$ cat src/rtl/fp_dot_accum_ctrl_if.sv
// Operand / MAC / result bundle of the dot-product accumulate controller.
// slave = controller side, master = feeder, MAC and result-sink side.
interface fp_dot_accum_ctrl_if #(
    parameter int CNT_W = 16
);
    logic [2:0]       cfg_rnd;
    logic             in_valid;
    logic             in_ready;
    logic [31:0]      in_a;
    logic [31:0]      in_b;
    logic             in_last;
    logic [31:0]      mac_a;
    logic [31:0]      mac_b;
    logic [31:0]      mac_c;
    logic [2:0]       mac_rnd;
    logic [31:0]      mac_z;
    logic [7:0]       mac_status;
    logic             out_valid;
    logic             out_ready;
    logic [31:0]      out_sum;
    logic [CNT_W-1:0] out_count;
    logic [8:0]       out_flags;

    modport slave (
        input  cfg_rnd, in_valid, in_a, in_b, in_last, mac_z, mac_status, out_ready,
        output in_ready, mac_a, mac_b, mac_c, mac_rnd, out_valid, out_sum, out_count, out_flags
    );

    modport master (
        output cfg_rnd, in_valid, in_a, in_b, in_last, mac_z, mac_status, out_ready,
        input  in_ready, mac_a, mac_b, mac_c, mac_rnd, out_valid, out_sum, out_count, out_flags
    );
endinterface

$ cat src/rtl/fp_dot_accum_ctrl.sv
// Feeds (a,b,acc) to an external FP MAC and folds z back into acc; one pair per MAC_LATENCY+2 cycles.
// in_ready only in IDLE; the finished sum is held in DONE until out_ready.
module fp_dot_accum_ctrl #(
    parameter int MAC_LATENCY = 0,
    parameter int CNT_W       = 16
) (
    input  logic               clk,
    input  logic               rst,
    fp_dot_accum_ctrl_if.slave bus
);
    localparam int LAT_W = (MAC_LATENCY > 0) ? $clog2(MAC_LATENCY + 1) : 1;

    typedef enum logic [1:0] {
        S_IDLE = 2'd0,
        S_WAIT = 2'd1,
        S_DONE = 2'd2
    } state_t;

    state_t           state;
    state_t           state_nxt;
    logic [31:0]      acc;
    logic [31:0]      mac_a_r;
    logic [31:0]      mac_b_r;
    logic [31:0]      mac_c_r;
    logic [CNT_W-1:0] count;
    logic [8:0]       flags;
    logic             last_r;
    logic [LAT_W-1:0] wcnt;
    logic             in_rdy;
    logic             out_vld;
    logic             accept;
    logic             z_take;
    logic             out_hs;

    assign accept = bus.in_valid && in_rdy;
    assign z_take = (state == S_WAIT) && (wcnt == '0);
    assign out_hs = (state == S_DONE) && bus.out_ready;

    always_ff @(posedge clk or posedge rst) begin
        if (rst) begin
            state <= S_IDLE;
        end else begin
            state <= state_nxt;
        end
    end

    always_comb begin
        state_nxt = state;
        case (state)
            S_IDLE:  if (accept) state_nxt = S_WAIT;
            S_WAIT:  if (z_take) state_nxt = last_r ? S_DONE : S_IDLE;
            S_DONE:  if (bus.out_ready) state_nxt = S_IDLE;
            default: state_nxt = S_IDLE;
        endcase
    end

    // in_ready is gated by rst so the feeder never sees a ready during reset.
    always_comb begin
        in_rdy  = 1'b0;
        out_vld = 1'b0;
        case (state)
            S_IDLE:  in_rdy  = !rst;
            S_DONE:  out_vld = 1'b1;
            default: ;
        endcase
    end

    always_ff @(posedge clk or posedge rst) begin
        if (rst) begin
            acc     <= '0;
            mac_a_r <= '0;
            mac_b_r <= '0;
            mac_c_r <= '0;
            count   <= '0;
            flags   <= '0;
            last_r  <= 1'b0;
            wcnt    <= '0;
        end else begin
            if (accept) begin
                mac_a_r <= bus.in_a;
                mac_b_r <= bus.in_b;
                mac_c_r <= acc;
                last_r  <= bus.in_last;
                wcnt    <= LAT_W'(MAC_LATENCY);
                if (count == '1) begin
                    flags[8] <= 1'b1;
                end else begin
                    count <= count + CNT_W'(1);
                end
            end
            if ((state == S_WAIT) && (wcnt != '0)) begin
                wcnt <= wcnt - LAT_W'(1);
            end
            // acc is opaque bits: NaN/Inf/denormal results go straight through.
            if (z_take) begin
                acc        <= bus.mac_z;
                flags[7:0] <= flags[7:0] | bus.mac_status;
            end
            if (out_hs) begin
                acc   <= '0;
                count <= '0;
                flags <= '0;
            end
        end
    end

    assign bus.in_ready  = in_rdy;
    assign bus.out_valid = out_vld;
    assign bus.mac_a     = mac_a_r;
    assign bus.mac_b     = mac_b_r;
    assign bus.mac_c     = mac_c_r;
    assign bus.mac_rnd   = bus.cfg_rnd;
    assign bus.out_sum   = acc;
    assign bus.out_count = count;
    assign bus.out_flags = flags;
endmodule
$ cat src/flat_wrapper.sv
// flat-port wrapper written by rule: the top's interface ports become plain ports
module fp_dot_accum_ctrl_flat 
#(
    parameter int MAC_LATENCY = 0,
    parameter int CNT_W       = 16
)
  (clk, rst, bus_cfg_rnd, bus_in_valid, bus_in_a, bus_in_b, bus_in_last, bus_mac_z, bus_mac_status, bus_out_ready, bus_in_ready, bus_mac_a, bus_mac_b, bus_mac_c, bus_mac_rnd, bus_out_valid, bus_out_sum, bus_out_count, bus_out_flags);
  fp_dot_accum_ctrl_if #(.CNT_W(CNT_W)) bus_i ();
  input  logic clk;
  input  logic rst;
  input wire logic [$bits(bus_i.cfg_rnd)-1:0] bus_cfg_rnd;
  input wire logic [$bits(bus_i.in_valid)-1:0] bus_in_valid;
  input wire logic [$bits(bus_i.in_a)-1:0] bus_in_a;
  input wire logic [$bits(bus_i.in_b)-1:0] bus_in_b;
  input wire logic [$bits(bus_i.in_last)-1:0] bus_in_last;
  input wire logic [$bits(bus_i.mac_z)-1:0] bus_mac_z;
  input wire logic [$bits(bus_i.mac_status)-1:0] bus_mac_status;
  input wire logic [$bits(bus_i.out_ready)-1:0] bus_out_ready;
  output wire logic [$bits(bus_i.in_ready)-1:0] bus_in_ready;
  output wire logic [$bits(bus_i.mac_a)-1:0] bus_mac_a;
  output wire logic [$bits(bus_i.mac_b)-1:0] bus_mac_b;
  output wire logic [$bits(bus_i.mac_c)-1:0] bus_mac_c;
  output wire logic [$bits(bus_i.mac_rnd)-1:0] bus_mac_rnd;
  output wire logic [$bits(bus_i.out_valid)-1:0] bus_out_valid;
  output wire logic [$bits(bus_i.out_sum)-1:0] bus_out_sum;
  output wire logic [$bits(bus_i.out_count)-1:0] bus_out_count;
  output wire logic [$bits(bus_i.out_flags)-1:0] bus_out_flags;
  assign bus_i.cfg_rnd = bus_cfg_rnd;
  assign bus_i.in_valid = bus_in_valid;
  assign bus_i.in_a = bus_in_a;
  assign bus_i.in_b = bus_in_b;
  assign bus_i.in_last = bus_in_last;
  assign bus_i.mac_z = bus_mac_z;
  assign bus_i.mac_status = bus_mac_status;
  assign bus_i.out_ready = bus_out_ready;
  assign bus_in_ready = bus_i.in_ready;
  assign bus_mac_a = bus_i.mac_a;
  assign bus_mac_b = bus_i.mac_b;
  assign bus_mac_c = bus_i.mac_c;
  assign bus_mac_rnd = bus_i.mac_rnd;
  assign bus_out_valid = bus_i.out_valid;
  assign bus_out_sum = bus_i.out_sum;
  assign bus_out_count = bus_i.out_count;
  assign bus_out_flags = bus_i.out_flags;
  fp_dot_accum_ctrl #(.MAC_LATENCY(MAC_LATENCY), .CNT_W(CNT_W)) u_core (.clk(clk), .rst(rst), .bus(bus_i));
endmodule
$ cat config.mk
export PLATFORM = sky130hd
export DESIGN_NAME = fp_dot_accum_ctrl_flat
export DESIGN_NICKNAME = d
export VERILOG_FILES = /design/src/rtl/fp_dot_accum_ctrl_if.sv /design/src/rtl/fp_dot_accum_ctrl.sv /design/src/flat_wrapper.sv
export SDC_FILE = /design/constraint.sdc
export NUM_CORES = 1
export LEC_CHECK = 0
export BUFFER_PORTS_ARGS = -buffer_cell sky130_fd_sc_hd__clkbuf_2
export CORE_UTILIZATION = 50
export CTS_BUF_LIST = sky130_fd_sc_hd__clkbuf_4
export CTS_CLUSTER_SIZE = 20
export DETAILED_ROUTE_END_ITERATION = 6
export GPL_ROUTABILITY_DRIVEN = 0
export PLACE_DENSITY_LB_ADDON = 0.3
export SLEW_MARGIN = 20
export SYNTH_ARGS = -nofsm -noshare
export SYNTH_HDL_FRONTEND = slang
export SYNTH_SLANG_ARGS = --single-unit
export TNS_END_PERCENT = 5
$ cat constraint.sdc
create_clock -name clk -period 14.1 [get_ports clk]
set_input_delay 2.82 -clock clk [delete_from_list [all_inputs] [get_ports clk]]
set_output_delay 2.82 -clock clk [all_outputs]
set_load 0.05 [all_outputs]
Word-level counts from Yosys, hierarchy flattened

Index checks and enable logic that the tools add are counted.

Flip-flop bits (word level): 157
Latch bits: 0
RAM bits: 0
Bits in read-only memories: 0
Memories: 0

Add/sub/neg operators: 2
Multipliers: 0
Divide/modulo/power cells: 0
Magnitude comparators: 0
Equality and inequality tests: 7
Shifts and indexed selects: 0
Mux-type cells: 18
Bitwise operators: 2
Reductions and logical operators: 13

Operator list:

| kind                    | count |
|---|---|
| $mux W32                | 2 |
| $mux W16                | 3 |
| $add A16 B1 Y16 const B | 1 |
| $eq A16 B16 Y1 const B  | 1 |
| $mux W9                 | 1 |
| $mux W2                 | 4 |
| $mux W8                 | 1 |
| $or A8 B8 Y8            | 1 |
| $reduce_bool A2 Y1      | 4 |
| $mux W1                 | 6 |
| $ne A2 B1 Y1 const B    | 3 |
| $pmux W2 S3             | 1 |
| $logic_and A1 B1 Y1     | 4 |
| $reduce_and A2 Y1       | 2 |
| $reduce_and A3 Y1       | 1 |
| $eq A2 B1 Y1 const B    | 1 |
| $eq A2 B2 Y1 const B    | 1 |
| $logic_not A2 Y1        | 1 |
| $ne A2 B2 Y1 const B    | 1 |
| $logic_not A1 Y1        | 1 |
| $not A1 Y1              | 1 |
| $sub A1 B1 Y1 const B   | 1 |

Logic depth before layout (Yosys ltp)

Gate-level depths: netlist (run 1).

Depth after elaboration: 5
Gate-level depth with buffers: 7

Least setup slack after synthesis (run 1)

No wires, ideal clock.

Path type: input -> output
Start: input rst
End: output bus_in_ready
Arrival time: 3.895 ns
Slack: 7.385 ns
Cell stages on the path: 1
Path buffers: 0
Cells stage by stage: nor3_1

Cells in the longest elaborated chain, start to end: 2

Ends and longest elaborated chain:

| element                    | line                    | RTL |
|---|---|---|
| start: declaration         | flat_wrapper.sv:10      | `input logic rst;` |
| $logic_not A1 Y1 (no line) | -                       |  |
| $mux W1                    | fp_dot_accum_ctrl.sv:61 | `case (state)` |
| end: declaration           | flat_wrapper.sv:19      | `output wire logic [$bits(bus_i.in_ready)-1:0] bus_in_ready;` |

No other way between the ends.

Worst setup path after layout (run 1)

Same ends and word-level chain as after synthesis.

==> results.toml, run 1 <==
[place]
place.detailed.hpwl_um = 10400
portBuffers = 263
detailed_place.area_mm2 = 0.00757
placedCellCount = 1008

[routing]
avgRoutedWirePerCell_um = 14.7
drt_drc_violations_left = 0
routed_wl_um = 15300
routedLengthMet1_um = 6450
route.top_layer_used = "met4"
route.vias.total = 5350
dr.pass1.iters = 4
detail_route.iter0.violations = 323
met3_length_um = 1030
ant_nets = 0
vias_per_cell = 5.14
wl_met2_um = 7390

[final_layout]
mostFrequentLayoutCell = "nand2_1"
multi_input_gate_area_mm2 = 0.00209
final_nets = 993
area_delta_synth_final_pct = 27.6
num-fill-cells = 1011
finalNonFillerCells = 1040
final_layout_size_suffix_gt1_share_pct = 34.2
antenna_cells_inserted = 0
layout.cell_area.non_filler_mm2 = 0.00789
mostFrequentLayoutCells = "nand2_1 (300), clkbuf_2 (263), dfrtp_1 (157)"
layout.area.seq_mm2 = 0.00393

[grt]
vias_in_the_first_global_route = 4987
grt_start_max_net_pins = 108
gr-total-overflow = 0
grt_pass1_wl_um = 24400
groute.usage.overall_pct = 24.8
antenna_found_initial = 0

[synthesis]
ys_ff_latch = 157
syn_nets = 744
synth_ff_type = "dfrtp_1"
syn-mean-instance-area_um2 = 9.80
sequential_element_share_of_the_synthesized_area_pct = 63.5
synth_warnings = 0
synth_edf_count = 0
synthArstFlopShare_pct = 100
synth_area_mm2 = 0.00618
ys_types = 41
synthesis.instances = 631

[floorplanning]
ios = 270
die_width_um = 113
core_region_mm2 = 0.0120
dieHeight_um = 113
start_util_pct = 51.5
core.rowCount = 40
fp.dieArea_mm2 = 0.0128

[clock_tree]
cts_tree = "yes"
worstSkewPairLatency_ns = 0.55
hold_buffers = 0
cts_inserted_buffers = 17
cts_num_sinks = 157
number_of_buffers_between_clock_root_and_the_deepest_sink = 2
htree_levels = 4
cts.repair_timing.setup_buffer_count = 0
clkTransAtPathRegs_ns = 0.12
cts_root_buffer = "clkbuf_4"
post_cts.resized_instances = 0

[pwr]
power.density_mw_per_mm2 = 214
total_leakage_power_nw = 4.51
total_power_mw = 1.69
power.ir.vdd_worst_mv = 0.163

[sta]
final.setup.tns_ns = 0
setup_violations = 0
finalWorstPathRequiredPeriod_ns = 6.30
max-slew-margin-rel_pct = 35.6
report.final.hold_viol_count = 0
achievable-frequency_mhz = 159
fin_worst_hold_slack_ns = 0.483
clock_skew_ns = 0.0151
final_max_slew_violation_count = 0
tightest_slew_ns = 0.963
layout_worst_path_cycle_share_pct = 44.7
rsz0062_at_grt = "false"

[setup_path]
kind_of_start_point_of_the_critical_path = "input pin"
setup.worst_path.class = "input pin to output pin"
crit_fanout = 3
timing.critical_path.required_ns = 11.28
crit_arrival_ns = 3.48
worst_setup_path_end_kind = "output pin"

[flow_run]
maxCapViolations = 0

[min_path]
min_path_type = "register to register"

[status]
status = "finished clean"
## layer usage
metal  GRT usage (%)  vias to the layer above
li1                -                     2574
met1            30.5                     2535
met2            40.8                      209
met3            7.55                       32
met4            10.5                        0
met5               0                        -
## layout make-up
class	count	share of cell area (%)
sequential	157	49.8
timing repair buffer	267	17.1
multi-input combinational	434	26.6
clock buffer	19	1.81
clock inverter	13	2.17
inverter	3	0.206
tap	147	2.33
## logic make-up (layout without fill, tap and decap cells)
family	count (synthesis)	count (layout)	synth area share, %
simple gates	364	364	24.6
compound gates	66	66	8.34
flops	157	157	63.5
buf+inv	40	302	2.83
xor+xnor	1	1	0.142
mux	2	2	0.344
fa+ha+maj	1	1	0.202
## flip-flops by register name, summed over array words and instances, names as in the netlist
name,flops
u_core.bus.out_count,16
u_core.wcnt,1
u_core.last_r,1
u_core.bus.mac_a,32
u_core.bus.out_sum,32
u_core.state,2
u_core.bus.mac_b,32
u_core.bus.out_flags,9
u_core.bus.mac_c,32
## worst max-delay path, stage by stage
cell      delay (ns)
clkbuf_2        0.13
nor3_1          0.21
clkbuf_2        0.32
## power by group
part           internal (mW)  switching (mW)
Clock                  0.143           0.151
Combinational          0.155           0.581
Sequential             0.569          0.0920
Total                  0.867           0.825
## through the flow
stage	util [%]	setup WS, ns
after floorplan	-	7.05
after global placement	63.0	7.82
after detailed placement	63.0	7.80
after CTS	65.6	7.80
after global routing	65.7	7.76
final	65.7	7.80
## final timing paths
path / start / end / slack, ns / cells after the start
hold / removal: u_core.bus.mac_c[27] / u_core.bus.mac_c[27] / 0.48 / 2
hold reg to reg: u_core.bus.mac_c[27] / u_core.bus.mac_c[27] / 0.48 / 2
min in group asynchronous: rst / u_core.bus.out_flags[5] / 2.43 / 2
setup reg to reg: u_core.state[0] / u_core.bus.out_count[14] / 11.59 / 4
setup / recovery: rst / bus_in_ready / 7.80 / 3
max in group asynchronous: rst / u_core.bus.mac_b[5] / 10.29 / 3
## synthesized netlist by cell type (2+ instances only)
cell type | number | area (um2)
a22o_1 | 32 | 280
inv_1 | 3 | 11.3
a221o_1 | 6 | 60.1
nand3_1 | 6 | 30.0
nand4_1 | 7 | 43.8
nor2_1 | 15 | 56.3
or4_1 | 5 | 37.5
dfrtp_1 | 157 | 3930
nor3_1 | 5 | 25.0
and3_1 | 2 | 12.5
a31oi_1 | 2 | 12.5
buf_2 | 11 | 55.1
nor4_1 | 5 | 31.3
nand2_1 | 300 | 1130
and4_1 | 8 | 70.1
buf_4 | 3 | 22.5
a211o_1 | 2 | 17.5
and2_1 | 5 | 31.3
clkbuf_1 | 22 | 82.6
o31ai_1 | 2 | 15.0
a21oi_1 | 10 | 50.1
o21ai_0 | 4 | 20.0
(Power assumes the default switching activity.)
==> run 2, diff against run 1 <==
--- a/config.mk
+++ b/config.mk
@@ -6,7 +6,7 @@
 export NUM_CORES = 1
 export LEC_CHECK = 0
 export BUFFER_PORTS_ARGS = -buffer_cell sky130_fd_sc_hd__clkbuf_2
-export CORE_UTILIZATION = 50
+export CORE_UTILIZATION = 49
 export CTS_BUF_LIST = sky130_fd_sc_hd__clkbuf_4
 export CTS_CLUSTER_SIZE = 20
 export DETAILED_ROUTE_END_ITERATION = 6
==> constraint.sdc (replaced) <==
create_clock -name clk -period 6.6 [get_ports clk]
set_input_delay 1.32 -clock clk [delete_from_list [all_inputs] [get_ports clk]]
set_output_delay 1.32 -clock clk [all_outputs]
set_load 0.05 [all_outputs]
==> run 2 against run 1 <==
  * Hold slack improved by 0.00099 ns
  * Utilization fell by 0.75 points
  * Register-to-register slack lost 7.6 ns
  * Global-route usage shrank 0.16 points
  * Critical path type unchanged
==> results.toml, run 2 (synthesis results as in run 1) <==
[status]
status = "finished clean"

[grt]
groute.usage.overall_pct = 24.7
antenna_found_initial = 0
gr-total-overflow = 0
grt_pass1_wl_um = 24800
vias_in_the_first_global_route = 5158
grt_start_max_net_pins = 108

[sta]
layout_worst_path_cycle_share_pct = 50.4
final.setup.tns_ns = 0
final_max_slew_violation_count = 0
tightest_slew_ns = 1.01
clock_skew_ns = 0.0187
setup_violations = 0
finalWorstPathRequiredPeriod_ns = 3.32
max-slew-margin-rel_pct = 32.6
achievable-frequency_mhz = 301
rsz0062_at_grt = "false"
report.final.hold_viol_count = 0

[pwr]
power.ir.vdd_worst_mv = 0.276
power_frac_comb_pct = 44.7
power.density_mw_per_mm2 = 447
internal_dissipation_mw = 1.77
pwr-share-seq_pct = 40.2
total_power_mw = 3.53
power.net_switching_mw = 1.76
total_leakage_power_nw = 4.49
p_sw_share_pct = 49.8
clock_power_share_pct = 15.1

[final_layout]
mostFrequentLayoutCell = "nand2_1"
num-fill-cells = 1085
finalNonFillerCells = 1060
final_nets = 995
post-route-util_pct = 64.9
layout.cell_area.non_filler_mm2 = 0.00790
area_delta_synth_final_pct = 27.7
antenna_cells_inserted = 0
final_layout_size_suffix_gt1_share_pct = 34.1
mostFrequentLayoutCells = "nand2_1 (300), clkbuf_2 (263), dfrtp_1 (157)"

[clock_tree]
cts.repair_timing.setup_buffer_count = 0
clkTransAtPathRegs_ns = 0.11
worstSkewPairLatency_ns = 0.55
cts_tree = "yes"
cts_root_buffer = "clkbuf_4"
cts_num_sinks = 157
cts_inserted_buffers = 17
htree_levels = 4
number_of_buffers_between_clock_root_and_the_deepest_sink = 2
hold_buffers = 0
post_cts.resized_instances = 0

[place]
placedCellCount = 1029
detailed_place.area_mm2 = 0.00760
place.detailed.hpwl_um = 10700
portBuffers = 263

[routing]
drt_drc_violations_left = 0
dr.pass1.iters = 4
routed_wl_um = 15700
detail_route.iter0.violations = 240
route.vias.total = 5389
avgRoutedWirePerCell_um = 14.8
ant_nets = 0
vias_per_cell = 5.08

[floorplanning]
die_width_um = 114
dieHeight_um = 114
core_region_mm2 = 0.0122
fp.dieArea_mm2 = 0.0131
ios = 270
core.rowCount = 40
start_util_pct = 50.8

[setup_path]
worstPathCellList = "clkbuf_2, nor3_1, clkbuf_2"
path_common_cell = "clkbuf_2"
worst_setup_path_end_kind = "output pin"
crit_fanout = 3
kind_of_start_point_of_the_critical_path = "input pin"
crit_path_max_incr_delay_ns = 0.33
crit_arrival_ns = 2.00
critical_path.n_buffers_inverters = 2
timing.critical_path.required_ns = 5.28
setup.worst_path.class = "input pin to output pin"
path_delay_family = "buffers and inverters"
critPathSlowestCell = "clkbuf_2"

[min_path]
min_path_type = "register to register"

[flow_run]
maxCapViolations = 0
==> run 2: cell count changes in the layout (fill, tap and decap cells not counted) <==
cell,delta
inv_6,-1
clkinv_4,-1
bufinv_16,-2
buf_6,-1
buf_4,+1
clkinvlp_4,+1
buf_16,+2
==> run 2: worst min-delay path: cells and delay by family (launching register included) <==
kind / cells / cell delay [ns]
AND/OR/NAND/NOR: 2 / 0.10
flip-flops: 1 / 0.36
==> run 2: cell type report <==
cell class | count | area, um2 | share of cell area, %
sequential | 157 | 3930 | 49.8
multi-input combinational | 434 | 2090 | 26.5
timing repair buffer | 269 | 1400 | 17.7
tap | 168 | 210 | 2.66
clock buffer | 19 | 143 | 1.81
clock inverter | 10 | 101 | 1.28
inverter | 3 | 16.3 | 0.206
==> run 2: final timing paths <==
| path | start | cells past startpoint | end | slack (ns) |
|---|---|---|---|---|
| min reg2reg | u_core.bus.mac_a[14] | 2 | u_core.bus.mac_a[14] | 0.48 |
| max | rst | 3 | bus_in_ready | 3.28 |
| min | u_core.bus.mac_a[14] | 2 | u_core.bus.mac_a[14] | 0.48 |
| min in group asynchronous | rst | 2 | u_core.bus.out_flags[3] | 0.88 |
| max in group asynchronous | rst | 4 | u_core.bus.out_count[7] | 4.56 |
| max reg2reg | u_core.state[0] | 4 | u_core.bus.out_count[14] | 4.04 |
==> run 2: power groups by stage <==
stage	clock, mW	sequential, mW	combinational (mW)
3_5_place_dp	0	1.43	1.59
3_3_place_gp	0	1.42	1.57
2_1_floorplan	0	2.30	0.297
4_1_cts	0.549	1.41	1.59
5_1_grt	0.588	1.45	1.66
6_report	0.532	1.42	1.58
==> run 2: stage by stage <==
stage / setup WS [ns] / hold WS [ns]
after floorplan: 1.05 / 0.446
after global placement: 3.07 / 0.457
after detailed placement: 2.96 / 0.461
after CTS: 3.26 / 0.489
after global routing: 3.22 / 0.503
final: 3.28 / 0.484
==> run 2: layer usage <==
layer / wire length [um] / global-route usage (%)
met4: 378 / 10.8
met3: 1140 / 7.57
met2: 7580 / 41.0
met5: 0 / 0
met1: 6620 / 29.7
